===== src/rtl/ex_mem_pkg.sv =====
// Shared types and constants for the EX/MEM pipeline register.
// The optional skid entry is enabled by defining EX_MEM_PIPE_SKID_EN.
package ex_mem_pkg;

  localparam int DEF_XLEN   = 32;
  localparam int DEF_REG_AW = 5;
  localparam int CTRL_W     = 4;

  localparam int CTRL_REGWRITE = 3;
  localparam int CTRL_MEMTOREG = 2;
  localparam int CTRL_MEMREAD  = 1;
  localparam int CTRL_MEMWRITE = 0;

  typedef struct packed {
    logic regwrite;
    logic memtoreg;
    logic memread;
    logic memwrite;
  } ctrl_t;

  typedef enum logic [1:0] {
    OCC_EMPTY = 2'd0,
    OCC_ONE   = 2'd1,
    OCC_TWO   = 2'd2
  } occ_e;

endpackage


===== src/rtl/ex_mem_slot.sv =====
// One payload register with load enable and valid clear.
// Load takes priority over clear; the payload is kept on clear so a bubble holds the last value.
module ex_mem_slot #(
  parameter int W = 8
) (
  input  logic         clk_i,
  input  logic         rst_i,
  input  logic         load,
  input  logic         clear,
  input  logic [W-1:0] d,
  output logic [W-1:0] q,
  output logic         vld
);

  always_ff @(posedge clk_i or posedge rst_i) begin
    if (rst_i) begin
      q   <= '0;
      vld <= 1'b0;
    end else if (load) begin
      q   <= d;
      vld <= 1'b1;
    end else if (clear) begin
      vld <= 1'b0;
    end
  end

endmodule


===== src/rtl/ex_mem_pipe.sv =====
// EX/MEM pipeline register with valid/ready handshake and flush.
// Define EX_MEM_PIPE_SKID_EN for a second (skid) entry and a registered ready_o.
module ex_mem_pipe
  import ex_mem_pkg::*;
#(
  parameter int XLEN   = DEF_XLEN,
  parameter int REG_AW = DEF_REG_AW
) (
  input  logic              clk_i,
  input  logic              rst_i,
  input  logic              flush_i,
  input  logic              valid_i,
  output logic              ready_o,
  input  logic [CTRL_W-1:0] ctrl_i,
  input  logic [XLEN-1:0]   alu_result_i,
  input  logic [XLEN-1:0]   rs2_data_i,
  input  logic [REG_AW-1:0] rd_addr_i,
  output logic              valid_o,
  input  logic              ready_i,
  output logic [CTRL_W-1:0] ctrl_o,
  output logic [XLEN-1:0]   mem_addr_o,
  output logic [XLEN-1:0]   mem_data_o,
  output logic [REG_AW-1:0] rd_addr_o
);

  localparam int PW = CTRL_W + 2*XLEN + REG_AW;

  logic [PW-1:0] in_pl, head_d, head_q;
  logic          head_vld, head_ld, head_clr;
  logic          accept, drain;
  occ_e          occ;
  ctrl_t         head_ctrl;

  assign in_pl  = {ctrl_i, alu_result_i, rs2_data_i, rd_addr_i};
  assign drain  = head_vld && ready_i;
  // Flush beats accept: an instruction offered alongside a flush is dropped.
  assign accept = valid_i && ready_o && !flush_i;

`ifdef EX_MEM_PIPE_SKID_EN
  logic [PW-1:0] skid_q;
  logic          skid_vld, skid_ld, skid_clr;

  assign ready_o = !skid_vld;
  assign occ     = skid_vld ? OCC_TWO : (head_vld ? OCC_ONE : OCC_EMPTY);
  assign head_d  = skid_vld ? skid_q : in_pl;

  ex_mem_slot #(.W(PW)) u_skid (
    .clk_i (clk_i),
    .rst_i (rst_i),
    .load  (skid_ld),
    .clear (skid_clr),
    .d     (in_pl),
    .q     (skid_q),
    .vld   (skid_vld)
  );
`else
  assign ready_o = !head_vld || ready_i;
  assign occ     = head_vld ? OCC_ONE : OCC_EMPTY;
  assign head_d  = in_pl;
`endif

  always_comb begin
    head_ld  = 1'b0;
    head_clr = 1'b0;
`ifdef EX_MEM_PIPE_SKID_EN
    skid_ld  = 1'b0;
    skid_clr = 1'b0;
`endif
    if (flush_i) begin
      head_clr = 1'b1;
`ifdef EX_MEM_PIPE_SKID_EN
      skid_clr = 1'b1;
`endif
    end else begin
      case (occ)
        OCC_EMPTY: head_ld = accept;
        OCC_ONE: begin
          if (accept && drain)  head_ld = 1'b1;
`ifdef EX_MEM_PIPE_SKID_EN
          else if (accept)      skid_ld = 1'b1;
`endif
          else if (drain)       head_clr = 1'b1;
        end
`ifdef EX_MEM_PIPE_SKID_EN
        // Skid entry advances into the head on the same edge the head drains.
        OCC_TWO: begin
          if (drain) begin
            head_ld  = 1'b1;
            skid_clr = 1'b1;
          end
        end
`endif
        default: ;
      endcase
    end
  end

  ex_mem_slot #(.W(PW)) u_head (
    .clk_i (clk_i),
    .rst_i (rst_i),
    .load  (head_ld),
    .clear (head_clr),
    .d     (head_d),
    .q     (head_q),
    .vld   (head_vld)
  );

  assign head_ctrl  = head_q[PW-1 -: CTRL_W];
  assign valid_o    = head_vld;
  assign ctrl_o     = head_vld ? head_ctrl : '0;
  assign mem_addr_o = head_q[2*XLEN+REG_AW-1 -: XLEN];
  assign mem_data_o = head_q[XLEN+REG_AW-1 -: XLEN];
  assign rd_addr_o  = head_q[REG_AW-1:0];

endmodule


===== config.mk =====
export PLATFORM = sky130hd
export DESIGN_NAME = ex_mem_pipe
export DESIGN_NICKNAME = d
export VERILOG_FILES = /design/src/rtl/ex_mem_pkg.sv /design/src/rtl/ex_mem_slot.sv /design/src/rtl/ex_mem_pipe.sv
export SDC_FILE = /design/constraint.sdc
export NUM_CORES = 1
export LEC_CHECK = 0
export BUFFER_PORTS_ARGS = -buffer_cell sky130_fd_sc_hd__buf_2
export CAP_MARGIN = 10
export CORE_ASPECT_RATIO = 1.2
export CORE_MARGIN = 2
export CORE_UTILIZATION = 38
export DETAILED_ROUTE_END_ITERATION = 8
export PLACE_DENSITY = 0.68
export SLEW_MARGIN = 15
export SYNTH_ARGS = -nofsm -noshare
export SYNTH_HDL_FRONTEND = slang
export SYNTH_SLANG_ARGS = --single-unit
export TNS_END_PERCENT = 20

===== constraint.sdc =====
create_clock -name clk_i -period 2.5 [get_ports clk_i]
set_input_delay 0.75 -clock clk_i [delete_from_list [all_inputs] [get_ports clk_i]]
set_output_delay 0.75 -clock clk_i [all_outputs]
set_load 0.02 [all_outputs]

==> run metrics, run 1 <==
Sequential Area about 1900 um2; aggregate global routing overflow 0; top-count cell post-synth dfrtp_1; Yosys cell types 11; clk sinks 74; clk buf depth 2; # fillers roughly 880; CP dominant cell by count buf_2; Nets ~400; die width between 90 and 100 um; EDFF count, synth 0; Synth Net Count between 300 and 400; RSZ-0062 raised after global routing false; vias in the first global route roughly 2000; Synth Register Bits 74; total negative setup slack 0 ns; CTS buffer count 9; share of cells above drive strength 1 about three quarters; Clk pin slew, worst setup/hold paths roughly 0.05 ns; largest net degree at the start of global routing 75; first-pass GRT wire length roughly 10000 um; IO Pins between 150 and 200; Post-Syn Instances around 230; CP Max Fanout 3; ys async rst share 100.0%; final wirelength ~6000 um; non-filler cells, final around 450; Initial Utilization between 30% and 40%; clock skew 0.002924 ns; initial antenna violation count 0; mapped cell area approximately 3700 um2; worst skew pair latency around 0.32 ns; min-delay worst type reg2reg; Worst path max stage delay roughly 0.15 ns; Pwr per Cell Area 895.2 nW/um2; post_cts resized 0; antenna cell count 0; Layout area overhead 17.69%; number of vias in the routed layout 1943; routability cong. 0.6766; Leak Pwr between 2 and 2.5 nW; outcome finished, final reports clean; Vias/cell between 4 and 5; Final Hold Fails 0; Critical Path AT roughly 1.2 ns; ys flop type dfrtp_1; DIE AREA between 10000 and 15000 um2; Post CTS Setup Buffer Count 0; TritonRoute pass-1 iters 4; Synthesis Warnings 0; Least-Margin Pin Slew about 0.4 ns; Final ANT Viol Nets 0; ranking of synthesized cells by area dfrtp_1, mux2_4, buf_4, buf_12, mux2_2; crit path capture type output port; Clk Tree Root Cell clkbuf_16; dpl cells about 440; CP max-delay cell buf_2; Startpoint Class input pin; Final setup viols 0; Mean Syn Cell Area about 16 um2; final worst setup slack roughly 0.55 ns; WS Path Type in2out; core box area ~9500 um2; H-tree levels 3; slew margin rel. between 70% and 80%; max-slew violations 0; Worst VDD drop about 0.00032 V; Seq/Total Area, Yosys 50.36%; WL/cell around 14 um; drc violations 0; post-synth top area share 50.36%; fin crit period 1.952 ns; Rows 39; Max-Cap Viols 0; fmax slightly above 500 MHz; largest area contributor in the netlist dfrtp_1; area occupied by multi-input gates ~1200 um2; # hold bufs at CTS 0; synth cell count leaders dfrtp_1, mux2_4, buf_4; Worst R2R Setup Slack 0.82 ns; fin crit share roughly four fifths; CTS tree built; HPWL Detailed ~4400 um; Initial DRC Count between 40 and 50; dpl ws about 0.48 ns; crit-path cells buf_2 -> nor2b_4 -> inv_1 -> buf_2; CP Data Required Time ~1.8 ns; I/O Buffers around 150; Die Height ~110 um; overall routing resource usage 12.24%
layout make-up:
class | count | area share (%)
sequential | 74 | 42.79
clock buffer | 11 | 5.377
clock inverter | 5 | 2.371
timing repair buffer | 155 | 18.97
multi-input combinational | 81 | 26.68
inverter | 2 | 0.2602
tap | 123 | 3.556
placed cells by master, fill, tap and decap left out, drive strengths merged:
master,n
mux2,73
nor2b,1
clkinv,1
dfrtp,74
and2,4
clkbuf,11
nor2,2
buf,155
inv,1
nor3b,1
clkinvlp,2
bufinv,3
layer usage:
layer	part of all wire, %	vias up	GRT usage [%]
met2	47	92	18.29
met4	2.1	0	7.246
met5	0	-	0
met1	42	952	15.53
met3	8.7	10	3.721
li1	-	889	-
through the flow:
step           util (%)  power, mW  instance area (um2)  hold slack [ns]
3_5_place_dp      42.18      2.472                 3993           0.4881
4_1_cts           45.72      3.945                 4328           0.5043
6_report          45.72      3.874                 4328           0.4968
3_3_place_gp      42.18      2.455                 3993           0.4900
5_1_grt           45.72      4.059                 4328           0.5188
2_1_floorplan         -      2.436                 3681           0.4733
sequential cells by signal, indices dropped and copies added, names as in the netlist:
register    flops
u_head.q       73
u_head.vld      1
report_power, final:
group | switching (mW) | total [mW] | internal (mW)
clock | 0.461 | 1.43 | 0.973
sequential | 0.111 | 1.51 | 1.40
combinational | 0.460 | 0.927 | 0.467
total | 1.03 | 3.87 | 2.84
logic make-up (layout without fill, tap and decap cells):
kind of cell	after synthesis	in the layout	synth area share (%)
muxes	73	73	29.50
and+or+nand+nor	8	8	1.735
DFF	74	74	50.36
buffers and inverters	79	173	18.41
path summary, 6_finish.rpt:
path	to	start	cells after the start
worst max-delay path	ready_o	ready_i	4
worst min-delay path	u_head.q[17]	u_head.q[17]	1
worst max register to register	u_head.q[51]	u_head.vld	4
worst min register to register	u_head.q[17]	u_head.q[17]	1
max in group asynchronous	u_head.q[15]	rst_i	3
min in group asynchronous	u_head.q[47]	rst_i	3
worst max-delay path, delay by kind of cell:
kind	cells	cell delay [ns]
and+or+nand+nor	1	0.14
buffers and inverters	3	0.31
No activity file was read; power rests on OpenSTA's default activity.
==> run 2, diff against run 1 <==
- clock period: 2.5 -> 1.64 ns (I/O delays scaled with it)
==> run 2 against run 1 <==
  * Sequential share of layout area down 0.98 points
  * Die area unchanged
  * Design area up 2.3%
==> run metrics, run 2 (synthesis results as in run 1) <==
outcome finished, final reports clean; HPWL Detailed between 4000 and 5000 um; drc violations 0; worst r2r dst u_head.q[55]; TritonRoute pass-1 iters 4; fin crit share just under 100%; Rows 39; Clk pin slew, worst setup/hold paths ~0.05 ns; total negative setup slack 0 ns; CTS tree built; Crit path max-delay family flip-flops; Initial Utilization between 30% and 40%; # hold bufs at CTS 0; CP dominant cell by count buf_6; Least-Margin Pin Slew 0.5894 ns; Clk Tree Root Cell clkbuf_16; I/O Buffers about 150; Placed Area 4085 um2; fin crit period 1.600 ns; Setup crit end ctrl_o[2]; number of vias in the routed layout 1969; core box area ~9500 um2; Worst VDD drop 0.0004608 V; R2R Path Start u_head.vld; Worst R2R Setup Slack roughly 0.090 ns; clk buf depth 2; min-delay worst type in2async; cell area after layout about 4400 um2; Final Hold Fails 0; max-slew violations 0; Leak Pwr roughly 2.3 nW; # fillers about 840; crit path capture type output port; commonest non-fill, non-tap cell in the layout buf_2; Worst path max stage delay about 0.4 ns; CP Max Fanout 4; clock skew around 0.0032 ns; antenna cell count 0; aggregate global routing overflow 0; Initial DRC Count 44; Worst R2R Path Depth 5; initial antenna violation count 0; first-pass GRT wire length around 10000 um; fmax 625.1 MHz; largest net degree at the start of global routing 27; CTS buffer count 9; total power between 5 and 6 mW; top flop regs u_head.q: 73 flops, u_head.vld: 1 flops; max reg flops 73; Pwr per Cell Area 1253 nW/um2; share of cells above drive strength 1 76.70%; CP max-delay cell dfrtp_1; WS Path Type reg2out; crit-path cells buf_6 -> and2_4 -> buf_6; commonest cells after routing, fill and taps aside buf_2, dfrtp_1, mux2_4; worst skew pair latency 0.33 ns; Die Height 111.8 um; Final setup viols 0; final wirelength 6857 um; critical path depth in cells 3; DIE AREA around 10000 um2; crit path from u_head.vld; Max-Cap Viols 0; clk sinks 74; IO Pins between 150 and 200; routability cong. slightly above 0.7; Startpoint Class register; Vias/cell around 4.3; Hold WS roughly 0.23 ns; slew margin rel. between 60 and 70%; die width 93.80 um; Nets ~410; Reg with most FFs u_head.q; Critical Path AT around 1.1 ns; RSZ-0062 raised after global routing true; Worst Path Buf+Inv 2; Final ANT Viol Nets 0; overall routing resource usage between 10% and 20%; WL/cell around 15 um; H-tree levels 3; CP Data Required Time around 1.2 ns; vias in the first global route between 2000 and 2500; Layout area overhead 20.45%
run 2: repair_timing:
item                                    4_1_cts  5_1_grt
endpoints found under the setup margin        1       30
gates cloned                                  0        2
buffers inserted                              1        0
resized for setup                             4        7
run 2: worst min path at each step:
| stage | start | slack (ns) | to | cells past startpoint |
|---|---|---|---|---|
| floorplan | u_head.q[69] | 0.47 | u_head.q[69] | 1 |
| global placement | u_head.q[17] | 0.49 | u_head.q[17] | 1 |
| detailed placement | u_head.q[0] | 0.49 | u_head.q[0] | 1 |
| CTS | rst_i | 0.24 | u_head.q[47] | 2 |
| global route | rst_i | 0.26 | u_head.q[47] | 2 |
| finish | rst_i | 0.23 | u_head.q[47] | 2 |
run 2: stage by stage:
step | worst slack [ns] | utilization, % | cells
after global placement | -0.005980 | 43.15 | 444
after detailed placement | -0.02796 | 43.15 | 444
after global routing | -0.01044 | 46.79 | 462
final | 0.04027 | 46.79 | 462
after CTS | -0.03634 | 46.09 | 460
after floorplan | 0.06919 | - | 234
run 2: cell type report:
cell class,instances,area (um2),area share (%)
Tap cell,123,153.9,3.475
Sequential cell,74,1852,41.81
Clock inverter,3,15.01,0.3390
Inverter,2,11.26,0.2542
Multi-Input combinational cell,81,1157,26.13
Clock buffer,13,250.2,5.650
Timing Repair Buffer,166,989.7,22.34
run 2: where the power goes:
| group | internal [mW] | switching [mW] | total, mW |
|---|---|---|---|
| Sequential | 2.14 | 0.171 | 2.31 |
| Clock | 1.06 | 0.704 | 1.76 |
| Combinational | 0.755 | 0.724 | 1.48 |
| Total | 3.95 | 1.60 | 5.55 |
run 2: per-layer routing:
metal / track usage (%) / vias to the layer above / wire length, um
met2: 20.24 / 90 / 3299
li1: - / 905 / -
met4: 5.797 / 0 / 113
met5: 0 / - / 0
met1: 16.72 / 965 / 2895
met3: 4.263 / 9 / 548
==> run 3, diff against run 2 <==
- CORE_MARGIN: 2 -> default
- MAX_ROUTING_LAYER: default -> met4
==> run 3 against run 2 <==
  * Routed wire length decreased by 9.8%
  * Sequential cell count unchanged
  * Combinational power about the same
  * Maximum frequency shrank 0.45%
  * Cell count shrank 1.3%
  * Highest routed layer unchanged
  * Clock skew up 0.0029 ns
  * Clock-buffer cell count decreased by 2
  * Worst hold slack better by 0.015 ns
  * Largest cell class unchanged
  * Clock power rose by 5%
  * First-iteration DRC count increased by 6.8%
  * Utilization is 0.43 points higher
==> run metrics, run 3 (synthesis results as in run 1) <==
outcome finished, final reports clean; share of total power in the clock network roughly a third; Startpoint Class register; Leak Pwr ~2.2 nW; sw frac a little over a quarter; top flop regs u_head.q: 73 flops, u_head.vld: 1 flops; largest net degree at the start of global routing between 70 and 80; Final ANT Viol Nets 0; RSZ-0062 raised after global routing true; WL/cell 13.57 um; Gate power share 25.9%; max-slew violations 0; dpl cells about 440; CTS tree built; Worst VDD drop ~0.00054 V; fin crit share 97.98%; Least-Margin Pin Slew about 0.40 ns; final wirelength ~6200 um; slew margin rel. 73.21%; R2R Path Start u_head.vld; max reg flops 73; aggregate global routing overflow 0; Worst R2R Path Depth 5; sw power 1.522 mW; Die Height between 100 and 150 um; Clk pin slew, worst setup/hold paths about 0.080 ns; # fillers 835; initial antenna violation count 0; P_int 4.081 mW; antenna cell count 0; Reg with most FFs u_head.q; clk sinks 74; Max-Cap Viols 0; CP Max Fanout 5; drc violations 0; Final Hold Fails 0; commonest non-fill, non-tap cell in the layout buf_2; CTS buffer count 9; Worst R2R Setup Slack around 0.080 ns; worst skew pair latency ~0.33 ns; number of vias in the routed layout slightly below 2000; Initial Utilization ~40%; Layout area overhead 18.44%; Final setup viols 0; first-pass GRT wire length roughly 9400 um; WS Path Type reg2out; I/O Buffers roughly 150; HPWL Detailed between 4000 and 5000 um; clk buf depth 2; Pwr per Cell Area approximately 1300 nW/um2; CP Data Required Time 1.15 ns; Rows 38; Critical Path AT about 1.1 ns; Vias/cell 4.274; IO Pins roughly 150; worst r2r dst u_head.q[12]; H-tree levels 3; min-delay worst type in2async; Post CTS Setup Buffer Count 0; core box area between 9000 and 10000 um2; Reg power frac 41.1%; non-filler cells, final roughly 460; dpl ws -0.02855 ns; clock skew 0.006097 ns; fmax slightly above 600 MHz; overall routing resource usage roughly an eighth; DIE AREA between 10000 and 15000 um2; final core utilization 47.22%; crit path capture type output port; die width 91.80 um; final worst setup slack 0.03306 ns; TritonRoute pass-1 iters 4; routability cong. ~0.67; Initial DRC Count 47; commonest cells after routing, fill and taps aside buf_2, dfrtp_1, mux2_4; share of cells above drive strength 1 a little under 80%; Clk Tree Root Cell clkbuf_8; Nets 409; fin crit period 1.607 ns; vias in the first global route about 2000
-- run 3: routing by layer --
| layer | share of wire (%) | vias to the layer above | routed length [um] | track usage [%] |
|---|---|---|---|---|
| met2 | 49 | 91 | 3049 | 19.87 |
| met1 | 43 | 950 | 2674 | 14.80 |
| met3 | 6.6 | 8 | 408 | 2.905 |
| li1 | - | 900 | - | - |
| met5 | 0 | - | 0 | - |
| met4 | 0.89 | 0 | 55 | 7.701 |
-- run 3: critical path: stages (launching register included) --
cell and delay [ns]:
dfrtp_1 0.39, buf_6 0.13, and2_4 0.13, buf_6 0.12
-- run 3: layout make-up --
type,instances,area (um2),share of cell area [%]
Clock buffer,11,141.4,3.246
Clock inverter,5,125.1,2.873
Inverter,2,11.26,0.2585
Multi-Input combinational cell,81,1160,26.63
Sequential cell,74,1852,42.52
Tap cell,120,150.1,3.447
Timing Repair Buffer,163,915.9,21.03
-- run 3: worst max path at each step --
stage,start,cells past startpoint,slack [ns],end
detailed placement,ready_i,6,-0.03,u_head.q[12]
floorplan,u_head.vld,5,0.07,u_head.q[0]
global placement,ready_i,6,-0.005,u_head.q[13]
CTS,u_head.vld,3,-0.06,ctrl_o[0]
finish,u_head.vld,3,0.03,ctrl_o[2]
global route,u_head.vld,3,-0.02,ctrl_o[0]
-- run 3: stage by stage --
step | hold WS [ns] | total power [mW] | cell area, um2 | setup TNS, ns
detailed placement | 0.4870 | 3.777 | 4056 | -0.9140
floorplan | 0.4733 | 3.714 | 3681 | 0
global route | 0.2543 | 5.876 | 4355 | -0.07776
CTS | 0.2516 | 5.681 | 4340 | -0.2029
finish | 0.2431 | 5.602 | 4355 | 0
global placement | 0.4845 | 3.756 | 4056 | -0.02474
-- run 3: repair_timing --
item / 4_1_cts / 5_1_grt
endpoints found under the setup margin: 5 / 5
hold buffers: 0 / 0
pin swaps: 0 / 1
resized for setup: 8 / 8
-- run 3: power by group through the flow --
| stage | clock network, mW | logic (mW) | registers (mW) |
|---|---|---|---|
| final | 1.85 | 1.45 | 2.30 |
| after global routing | 2.00 | 1.54 | 2.34 |
| after CTS | 1.92 | 1.46 | 2.30 |
| after detailed placement | 0 | 1.45 | 2.32 |
| after global placement | 0 | 1.43 | 2.33 |
| after floorplan | 0 | 1.42 | 2.29 |
